File: config.mk
export PLATFORM = sky130hd
export DESIGN_NAME = rom_share_arbiter
export DESIGN_NICKNAME = d
export VERILOG_FILES = /design/src/rtl/rom_arb_pkg.sv /design/src/rtl/rom_share_arbiter.sv
export SDC_FILE = /design/constraint.sdc
export NUM_CORES = 1
export LEC_CHECK = 0
export ABC_AREA = 1
export BUFFER_PORTS_ARGS = -buffer_cell sky130_fd_sc_hd__buf_2
export CORE_AREA = 3 3 57 54
export DETAILED_ROUTE_END_ITERATION = 10
export DIE_AREA = 0 0 60 57
export PLACE_DENSITY = 0.75
export SLEW_MARGIN = 20
export SYNTH_ARGS = -nofsm -noshare
export SYNTH_HDL_FRONTEND = slang
export SYNTH_SLANG_ARGS = --single-unit
File: constraint.sdc
create_clock -name vga_clk -period 1.6 [get_ports vga_clk]
set_input_delay 0.08 -clock vga_clk [delete_from_list [all_inputs] [get_ports vga_clk]]
set_output_delay 0.08 -clock vga_clk [all_outputs]
set_load 0.02 [all_outputs]
File: src/rtl/rom_arb_pkg.sv
// Shared definitions for the character/bitmap ROM arbiter and the display
// control logic that sits beside it: default geometry, burst-counter width,
// the read-owner tag and the fixed-priority arbitration rule.
package rom_arb_pkg;

    // Default ROM geometry: 128 rows of 16-pixel bitmap data.
    localparam int ROM_ADDR_W    = 7;
    localparam int ROM_DATA_W    = 16;

    // Default number of consecutive display grants a waiting background
    // port tolerates before it is forced through.
    localparam int MAX_BURST_DEF = 8;

    // Burst counter width; holds any burst limit in 1..15.
    localparam int BURST_CNT_W   = 4;

    // Which port owns the ROM slot being arbitrated this cycle.
    typedef enum logic [1:0] {
        OWNER_NONE = 2'd0,
        OWNER_P0   = 2'd1,
        OWNER_P1   = 2'd2
    } owner_e;

    // Display port has priority unless the background port has already
    // waited out a full burst; a lone requester always wins.
    function automatic owner_e arbitrate(input logic r0,
                                         input logic r1,
                                         input logic burst_full);
        owner_e winner;
        winner = OWNER_NONE;
        if (r0 && r1) begin
            winner = burst_full ? OWNER_P1 : OWNER_P0;
        end else if (r0) begin
            winner = OWNER_P0;
        end else if (r1) begin
            winner = OWNER_P1;
        end
        return winner;
    endfunction

endpackage

File: src/rtl/rom_share_arbiter.sv
// Two-port front end for a single-port, registered-output bitmap ROM.
// Port 0 (display) has priority; port 1 (loader/checker) is guaranteed a
// slot after at most MAX_BURST consecutive port-0 grants. One read is issued
// per cycle and its data is steered back to the issuing port one cycle after
// the grant.
//
// Handshake: a port holds reqX high for as long as it wants reads. gntX high
// in a cycle means the address that was on addrX at the preceding rising
// edge has been issued to the ROM; that read can no longer be withdrawn.
// rdataX_valid rises exactly one cycle after gntX, with rdataX carrying the
// ROM word; rdataX is zero whenever rdataX_valid is low. There is no
// back-pressure on the return path.
module rom_share_arbiter
    import rom_arb_pkg::*;
#(
    parameter int ADDR_W    = ROM_ADDR_W,
    parameter int DATA_W    = ROM_DATA_W,
    parameter int MAX_BURST = MAX_BURST_DEF
) (
    input  logic              vga_clk,
    input  logic              rst_n,

    input  logic              req0,
    input  logic [ADDR_W-1:0] addr0,
    output logic              gnt0,
    output logic              rdata0_valid,
    output logic [DATA_W-1:0] rdata0,

    input  logic              req1,
    input  logic [ADDR_W-1:0] addr1,
    output logic              gnt1,
    output logic              rdata1_valid,
    output logic [DATA_W-1:0] rdata1,

    output logic [ADDR_W-1:0] rom_addr,
    input  logic [DATA_W-1:0] rom_data
);

    // Burst limit in counter width; MAX_BURST is expected in 1..15.
    localparam logic [BURST_CNT_W-1:0] BURST_LIMIT = BURST_CNT_W'(MAX_BURST);

    logic [BURST_CNT_W-1:0] burst_cnt;
    logic                   burst_full;
    owner_e                 winner;

    // Arbitration decision for the coming edge, from live requests and the
    // current burst count.
    always_comb begin
        burst_full = (burst_cnt == BURST_LIMIT);
        winner     = arbitrate(req0, req1, burst_full);
    end

    // Grant, ROM address and burst tracking. The winner's address is latched
    // here, so later changes on addrX cannot disturb an issued read. With no
    // winner the ROM address simply holds.
    always_ff @(posedge vga_clk or negedge rst_n) begin
        if (!rst_n) begin
            gnt0      <= 1'b0;
            gnt1      <= 1'b0;
            rom_addr  <= '0;
            burst_cnt <= '0;
        end else begin
            gnt0 <= (winner == OWNER_P0);
            gnt1 <= (winner == OWNER_P1);

            if (winner == OWNER_P0) begin
                rom_addr <= addr0;
            end else if (winner == OWNER_P1) begin
                rom_addr <= addr1;
            end

            // Count only display grants that made port 1 wait; any port-1
            // grant or a withdrawn port-1 request starts the count afresh.
            if (!req1 || (winner == OWNER_P1)) begin
                burst_cnt <= '0;
            end else if ((winner == OWNER_P0) && !burst_full) begin
                burst_cnt <= burst_cnt + BURST_CNT_W'(1);
            end
        end
    end

    // Read-return pipeline: the registered grant pair is the owner tag of
    // the read the ROM is answering now, so each valid follows its grant by
    // exactly one cycle. Reset discards any read still in flight.
    always_ff @(posedge vga_clk or negedge rst_n) begin
        if (!rst_n) begin
            rdata0_valid <= 1'b0;
            rdata1_valid <= 1'b0;
        end else begin
            rdata0_valid <= gnt0;
            rdata1_valid <= gnt1;
        end
    end

    // Steer ROM output to the owning port; the other port sees zeros.
    always_comb begin
        rdata0 = rdata0_valid ? rom_data : '0;
        rdata1 = rdata1_valid ? rom_data : '0;
    end

endmodule

## Yosys cells after proc, flatten, opt, wreduce, memory -nomap -nowiden

Index checks and enable logic that the tools add are counted.

- Bits in registers: 15
- Bits of input ports: 34
- Output and inout bits: 43
- Word-level logic and storage cells: 27

- Add/subtract/negate cells: 1
- Equality and inequality tests: 3
- Multiplexer cells: 10
- Reduce and logical (&&, ||, !) cells: 7

Operators by type and width:

| cell | number |
|---|---|
| $mux 16 | 2 |
| $mux 7 | 2 |
| $mux 2 | 4 |
| $mux 4 | 2 |
| $add 4x1->4 const B | 1 |
| $eq 4x4->1 const B | 1 |
| $reduce_bool 2->1 | 2 |
| $eq 2x1->1 const B | 1 |
| $eq 2x2->1 const B | 1 |
| $logic_and 1x1->1 | 2 |
| $logic_not 1->1 | 2 |
| $logic_or 1x1->1 | 1 |

## Logic depth before layout (Yosys ltp)

Gate-level depths: netlist of the first run.

- Depth in word-level cells: 7
- Depth in mapped cells: 8

## Worst setup path before layout of the first run

No wires, ideal clock.

- Kind: reg2out
- From: register rdata0_valid
- To: output port rdata0[10]
- Arrival: 1064 ps
- Required time: 1520 ps
- Setup slack: 456 ps
- Cell stages (with the launch flop): 5
- Path buffers: 2
- Cells stage by stage: dfrtp_1 > clkbuf_1 > buf_2 > nand2_1 > inv_1

- Cells in the longest elaborated chain, start to end: 1

Ends and longest elaborated chain:

| item | line | source |
|---|---|---|
| start: declaration | rom_share_arbiter.sv:26 | `output logic rdata0_valid,` |
| start signal: assignment | rom_share_arbiter.sv:90 | `rdata0_valid <= gnt0;` |
| $mux 16 | rom_share_arbiter.sv:97 | `rdata0 = rdata0_valid ? rom_data : '0;` |
| end: declaration | rom_share_arbiter.sv:27 | `output logic [DATA_W-1:0] rdata0,` |

No other way between the ends.

## Worst setup path after layout of the first run

- From: register rdata0_valid
- To: output port rdata0[14]

The elaborated chain is that of the path after synthesis.

==> run_results.csv, run 1 <==
group,metric,value,unit
layout,layout-drive-gt1-share,36.9,%
hold_path,worstHoldPathType,"in -> reg",
hold_path,holdPathStages,3,
detailed_routing,vias,1070,
sta,skew,0.00405,ns
sta,fin_crit,1.32,ns
detailed_routing,totalWireLength,2420,µm
cts,cts_tree,"built",
die,start_util,38.7,%
global_routing,antenna_found_initial,0,
power,pwr-share-clk,22.7,%
synthesis,yosys.area.top_type,"dfrtp_1",
hold_path,worstHoldStart,"addr0[1]",
sta,drv_slew,0,
worst_setup_path,critPathMaxFanout,17,
synthesis,yosys-top-cells-area,"dfrtp_1 (39%), nand2_1 (19%), inv_1 (17%)",
layout,area_delta_synth_final,44.2,%
synthesis,yosysSeqAreaShare,39.3,%
synthesis,syn_nets,186,
die,die-area,0.00342,mm²
die,coreArea,0.00247,mm²
power,power_leakage,1.05,nW
die,die_h,57,µm
detailed_routing,routedWlPerCell,9.57,µm
synthesis,yosysUniqueCellTypes,15,
global_routing,grt_usage,13.6,%
global_routing,overflow,0,
cts,clock_tree.buffer_depth,2,
sta,rsz0062_at_grt,"no",
worst_setup_path,rrSetupSlack,0.31,ns
cts,numCtsBuffers,3,
sta,setup_violations,0,
synthesis,synth_top_area_share,39.3,%
sta,final-hold-violation-count,0,
placement,gp_congestion,0.770,
cts,clock_sinks,15,
die,rows,17,
die,pin_count,77,
sta,tns,0,ns
cts,root_buffer,"clkbuf_4",
synthesis,ys_ff_latch,15,
worst_setup_path,timing.rr.end,"rom_addr[6]",
layout,final_common_cell,"buf_2",
sta,timing.hold.ws,0.0460,ns
global_routing,first_global_vias,878,
worst_setup_path,worstPathArrival,1.24,ns
power,combPwrFrac,30.4,%
worst_setup_path,timing.rr.start,"burst_cnt[0]",
detailed_routing,postRouteAntennaNets,0,
synthesis,yosysWarnings,0,
power,powerDensity,664,mW/mm²
synthesis,syn_area_per_cell,6.36,µm²
power,switching_power,0.309,mW
sta,slew_headroom,68.1,%
hold_path,hold_end,"rom_addr[1]",
power,power.share.sequential,46.8,%
worst_setup_path,startpoint_type,"register",
outcome,outcome,"finished clean",
global_routing,grt_start_max_net_pins,18,
sta,fmax,756,MHz
layout,fin_nets,262,
sta,fin_crit_sh,82.6,%
cts,htree_levels,1,
worst_setup_path,path_class,"reg -> out",
worst_setup_path,rr_worst_depth,8,
power,switching_share,33.8,%
cts,clk_latency,0.28,ns
detailed_routing,drc,0,
layout,final_cell_mix,"buf_2 (76), nand2_1 (48), inv_1 (44)",
worst_setup_path,crit_path_end_kind,"output pin",
layout,nFillCells,249,
synthesis,syn-cell-area,955,µm²
synthesis,synthCells,150,
sta,worst_pin_slew,0.478,ns
power,internal_power,0.605,mW
placement,hpwl,2040,µm
worst_setup_path,crit_required,1.52,ns
placement,portBuffers,76,
detailed_routing,drt_iter0_markers,55,
detailed_routing,first_pass_iters,4,
die,die_x,60,µm
cts,cts.clk_slew.worst_paths,0.08,ns
layout,antenna_cells,0,
global_routing,grt_pass1_wl,3680,µm
run,drv_cap,0,
detailed_routing,via_per_inst,4.23,
cts,cts_resized,0,
power,irDropWorstVdd,0.582,mV
-- metrics by stage --
| stage | cell area, µm² | instances | setup slack [ns] | utilization, % | total power [mW] |
|---|---|---|---|---|---|
| floorplan | 955 | 150 | 0.456 | - | 0.593 |
| global placement | 1340 | 248 | 0.378 | 54.3 | 0.714 |
| detailed placement | 1340 | 248 | 0.305 | 54.3 | 0.717 |
| CTS | 1380 | 253 | 0.243 | 55.8 | 0.931 |
| global route | 1380 | 253 | 0.125 | 55.8 | 0.979 |
| finish | 1380 | 253 | 0.278 | 55.8 | 0.914 |
-- flip-flops by register name (all words and copies together), names as in the netlist --
| signal | count |
|---|---|
| rom_addr | 7 |
| burst_cnt | 4 |
| gnt0 | 1 |
| gnt1 | 1 |
| rdata0_valid | 1 |
| rdata1_valid | 1 |
-- how the worst max path moves through the flow --
| stage | from | end | slack, ns | cells after the start |
|---|---|---|---|---|
| 3_3_place_gp | burst_cnt[0] | burst_cnt[0] | 0.38 | 7 |
| 3_5_place_dp | burst_cnt[0] | rom_addr[6] | 0.30 | 8 |
| 4_1_cts | rdata1_valid | rdata1[8] | 0.24 | 3 |
| 5_1_grt | rdata0_valid | rdata0[15] | 0.13 | 3 |
| 6_report | rdata0_valid | rdata0[14] | 0.28 | 3 |
| 2_1_floorplan | rdata0_valid | rdata0[10] | 0.46 | 4 |
-- synth_stat cells --
library cell  instances
buf_4                 1
nand3_1              16
inv_1                44
nand2_4               1
inv_2                 1
dfrtp_1              15
xor2_1                1
xnor2_1               1
nor2_4                1
nand2_1              48
clkbuf_1              2
nor2_1               13
buf_2                 3
nand2_2               1
ha_1                  2
-- what timing repair did --
| action | 4_1_cts | 5_1_grt |
|---|---|---|
| endpoints found under the setup margin | 0 | 0 |
| buffers inserted | 0 | 0 |
| hold endpoints to repair | 15 | 0 |
| hold buffers | 1 | 0 |
-- power groups by stage --
stage          clock network [mW]  registers, mW  logic (mW)
6_report                    0.208          0.428       0.278
3_3_place_gp                    0          0.436       0.279
2_1_floorplan                   0          0.454       0.139
3_5_place_dp                    0          0.436       0.281
5_1_grt                     0.237          0.434       0.307
4_1_cts                     0.220          0.429       0.283
-- critical path, cell delays in order (launching register included) --
cell and delay (ns):
dfrtp_1 0.64, nand2_1 0.10, inv_1 0.06, buf_2 0.16
-- cells by family (layout without fill, tap and decap cells) --
| family | count (synthesis) | in the layout | synth area share, % |
|---|---|---|---|
| simple gates | 80 | 80 | 35.4 |
| buf+inv | 51 | 126 | 20.8 |
| flops | 15 | 15 | 39.3 |
| fa+ha+maj | 2 | 2 | 2.62 |
| xor+xnor | 2 | 2 | 1.84 |
-- per-layer routing --
layer	global-route usage, %	part of all wire [%]	vias to the layer above	wire, µm
li1	-	-	572	-
met1	17.1	39	427	943
met2	22.7	45	66	1080
met3	3.17	15	5	364
met4	4.75	1.2	0	29
met5	0	0	-	0
-- layout make-up --
| type | instances | area, µm² | area share, % |
|---|---|---|---|
| timing repair buffer | 77 | 390 | 28.4 |
| sequential | 15 | 375 | 27.3 |
| tap | 28 | 35.0 | 2.55 |
| inverter | 45 | 169 | 12.3 |
| multi-input combinational | 84 | 380 | 27.6 |
| clock buffer | 4 | 26.3 | 1.91 |
(Power assumes the default switching activity.)
==> run 2: changes to the inputs <==
ABC_AREA = 0   (was 1)
CORE_AREA = 3 3 58 55   (was 3 3 57 54)
DIE_AREA = 0 0 61 58   (was 0 0 60 57)
PLACE_DENSITY = 0.71   (was 0.75)
clock period = 1.2 ns   (was 1.6 ns; I/O delays follow)
==> run 2 against run 1 <==
Effect of this change:
- the flow now finishes with violations (setup timing)
- sequential share of layout area fell by 3.2 points
- first-iteration DRC count fell by 24%
- utilization rose by 2.8 points
- design area rose by 14%
- flip-flop and latch count did not move
- register-to-register slack got worse by 0.48 ns
- largest power group unchanged
- clock power rose by 34%
==> run_results.csv, run 2 <==
group,metric,value,unit
outcome,outcome,"complete, but fails checks",
outcome,violations,"setup timing",
cts,clk_latency,0.27,ns
power,combPwrFrac,35.2,%
layout,design_area,0.00157,mm²
global_routing,first_global_vias,753,
synthesis,synthCells,82,
synthesis,synth-simple-area-share,35.2,%
detailed_routing,first_pass_iters,4,
synthesis,synth_top_family_by_area,"simple AND/OR/NAND/NOR gates",
synthesis,synthXorXnorAreaFrac,2.11,%
layout,regMostFlops,"rom_addr",
die,coreArea,0.00268,mm²
power,powerDensity,818,mW/mm²
cts,cts.clk_slew.worst_paths,0.09,ns
synthesis,synth_compound_area_share,10.4,%
placement,portBuffers,76,
worst_setup_path,path_class,"reg -> reg",
synthesis,yosys.area.top_type,"dfrtp_1",
synthesis,syn-cell-area,831,µm²
synthesis,yosysSeqAreaShare,45.2,%
sta,timing.hold.ws,0.00869,ns
synthesis,async_flop_share,100,%
power,power.share.sequential,43.2,%
placement,place_inst,191,
detailed_routing,totalWireLength,2470,µm
detailed_routing,postRouteAntennaNets,0,
placement,gp_congestion,0.731,
sta,fin_crit,1.37,ns
detailed_routing,via_per_inst,4.51,
worst_setup_path,timing.rr.start,"burst_cnt[1]",
global_routing,grt_start_max_net_pins,18,
worst_setup_path,crit_path_end_kind,"register",
worst_setup_path,rr_worst_depth,5,
placement,hpwl,1820,µm
global_routing,grt_pass1_wl,3070,µm
worst_setup_path,startpoint_type,"register",
sta,slew_headroom,75.3,%
sta,final-hold-violation-count,0,
die,rows,18,
die,die_h,58,µm
synthesis,ys_ff_latch,15,
power,power_leakage,0.840,nW
synthesis,yosysWarnings,0,
cts,clock_sinks,15,
synthesis,synth-main-ff-cell,"dfrtp_1",
power,switching_power,0.399,mW
sta,skew,0.00175,ns
power,irDropWorstVdd,0.582,mV
power,pwr-share-clk,21.6,%
synthesis,yosys-top-cells-area,"dfrtp_1 (45%), and2_1 (29%), a221o_1 (8.4%)",
sta,drv_slew,0,
layout,final_common_cell,"buf_2",
sta,setup_violations,7,
synthesis,synth.most_common_cell,"and2_1",
placement,dpl-instance-area,0.00128,mm²
detailed_routing,routedWlPerCell,12.4,µm
layout,final_util,58.6,%
cts,clock_tree.buffer_depth,2,
synthesis,synth_edf_count,0,
sta,rsz0062_at_grt,"yes",
cts,root_buffer,"clkbuf_4",
sta,setup_slack,-0.169,ns
die,pin_count,77,
layout,instances_no_fill,200,
synthesis,synth_common_cells,"and2_1 (39), dfrtp_1 (15), a221o_1 (7)",
layout,final_cell_mix,"buf_2 (55), and2_1 (27), buf_6 (24)",
detailed_routing,drt_iter0_markers,42,
sta,tns,-1.13,ns
worst_setup_path,max_stage_delay,0.40,ns
layout,reg_top3,"rom_addr x7, burst_cnt x4",
die,die_x,61,µm
cts,numCtsBuffers,3,
power,internal_power,0.886,mW
worst_setup_path,cp-startpoint,"burst_cnt[1]",
layout,largest_reg_flops,7,
run,drv_cap,0,
synthesis,synthMuxAreaShare,0,%
detailed_routing,drc,0,
synthesis,syn_nets,118,
synthesis,synthAdderAreaFrac,3.01,%
die,start_util,31.0,%
hold_path,worstHoldStart,"addr1[3]",
global_routing,grt_usage,11.4,%
synthesis,synth_top_area_share,45.2,%
worst_setup_path,critPathMaxFanout,8,
layout,fin_nets,207,
worst_setup_path,crit_required,1.36,ns
sta,fmax,730,MHz
hold_path,worstHoldPathType,"in -> reg",
layout,area_delta_synth_final,89.0,%
synthesis,yosysUniqueCellTypes,14,
layout,antenna_cells,0,
cts,htree_levels,1,
hold_path,holdPathStages,2,
die,die-area,0.00354,mm²
worst_setup_path,cp_cell_sequence,"inv_2 > ha_4 > nand3b_4 > o21a_4 > a221o_1",
layout,layout-drive-gt1-share,66.5,%
sta,worst_pin_slew,0.369,ns
detailed_routing,vias,901,
worst_setup_path,critPathSlowestCell,"dfrtp_1",
cts,cts_tree,"built",
layout,nFillCells,210,
power,switching_share,31.1,%
synthesis,syn_area_per_cell,10.1,µm²
global_routing,antenna_found_initial,0,
global_routing,overflow,0,
worst_setup_path,worstPathArrival,1.53,ns
sta,fin_crit_sh,114,%
-- run 2: changes by cell type in the layout (fill, tap and decap cells not counted), sizes merged --
| cell | previous run | this run |
|---|---|---|
| nand2 | 50 | 0 |
| inv | 45 | 4 |
| and2 | 0 | 39 |
| nand3 | 16 | 2 |
| buf | 76 | 86 |
| nor2 | 14 | 5 |
| a221o | 0 | 7 |
| a21oi | 0 | 1 |
| clkbuf | 4 | 3 |
| clkinv | 0 | 1 |
| nand3b | 0 | 1 |
| o21a | 0 | 1 |
-- run 2: final cells by class --
| class | count | area [µm²] | share of cell area, % |
|---|---|---|---|
| clock buffer | 3 | 22.5 | 1.43 |
| clock inverter | 1 | 5.00 | 0.319 |
| inverter | 4 | 15.0 | 0.956 |
| multi-input combinational | 60 | 504 | 32.1 |
| sequential | 15 | 378 | 24.1 |
| tap | 30 | 37.5 | 2.39 |
| timing repair buffer | 87 | 608 | 38.7 |
-- run 2: critical path: cells and delay by family, from the launching register on --
family	cells	cell delay, ns
simple gates	1	0.08
buf+inv	1	0.08
flops	1	0.40
compound gates	2	0.57
fa+ha+maj	1	0.14
-- run 2: stage by stage --
step | total power, mW | setup WS (ns)
after floorplan | 0.760 | -0.237
after global placement | 0.913 | -0.201
after detailed placement | 0.920 | -0.255
after CTS | 1.21 | -0.177
after global routing | 1.36 | -0.191
final | 1.29 | -0.169
-- run 2: power groups by stage --
stage	registers, mW	clock network (mW)	logic (mW)
6_report	0.555	0.278	0.453
5_1_grt	0.559	0.307	0.489
4_1_cts	0.563	0.288	0.356
3_5_place_dp	0.571	0	0.349
3_3_place_gp	0.570	0	0.343
2_1_floorplan	0.602	0	0.158
-- run 2: cell families after synthesis --
family / count (synthesis)
fa+ha+maj: 2
buf+inv: 7
xor+xnor: 2
compound gates: 9
flops: 15
simple gates: 47
-- run 2: worst paths after layout --
| check | end | slack, ns |
|---|---|---|
| max in group asynchronous | rdata1_valid | 0.75 |
| max | rom_addr[0] | -0.17 |
| max reg2reg | rom_addr[0] | -0.17 |
| min | rom_addr[3] | 0.009 |
| min in group asynchronous | burst_cnt[2] | 0.19 |
| min reg2reg | rdata1_valid | 0.38 |
-- run 2: repair_timing --
item,in CTS,in global routing
hold buffers,1,0
buffers inserted,1,5
endpoints found under the hold margin,15,0
pin swaps,3,11
gates resized for setup,5,68
endpoints found under the setup margin,40,41
-- run 2: routing by layer --
metal	track usage (%)	vias to the layer above	wire length, µm
met5	0	-	0
met4	2.79	0	8
met3	1.78	2	253
met2	22.6	59	1230
met1	11.9	396	982
li1	-	444	-
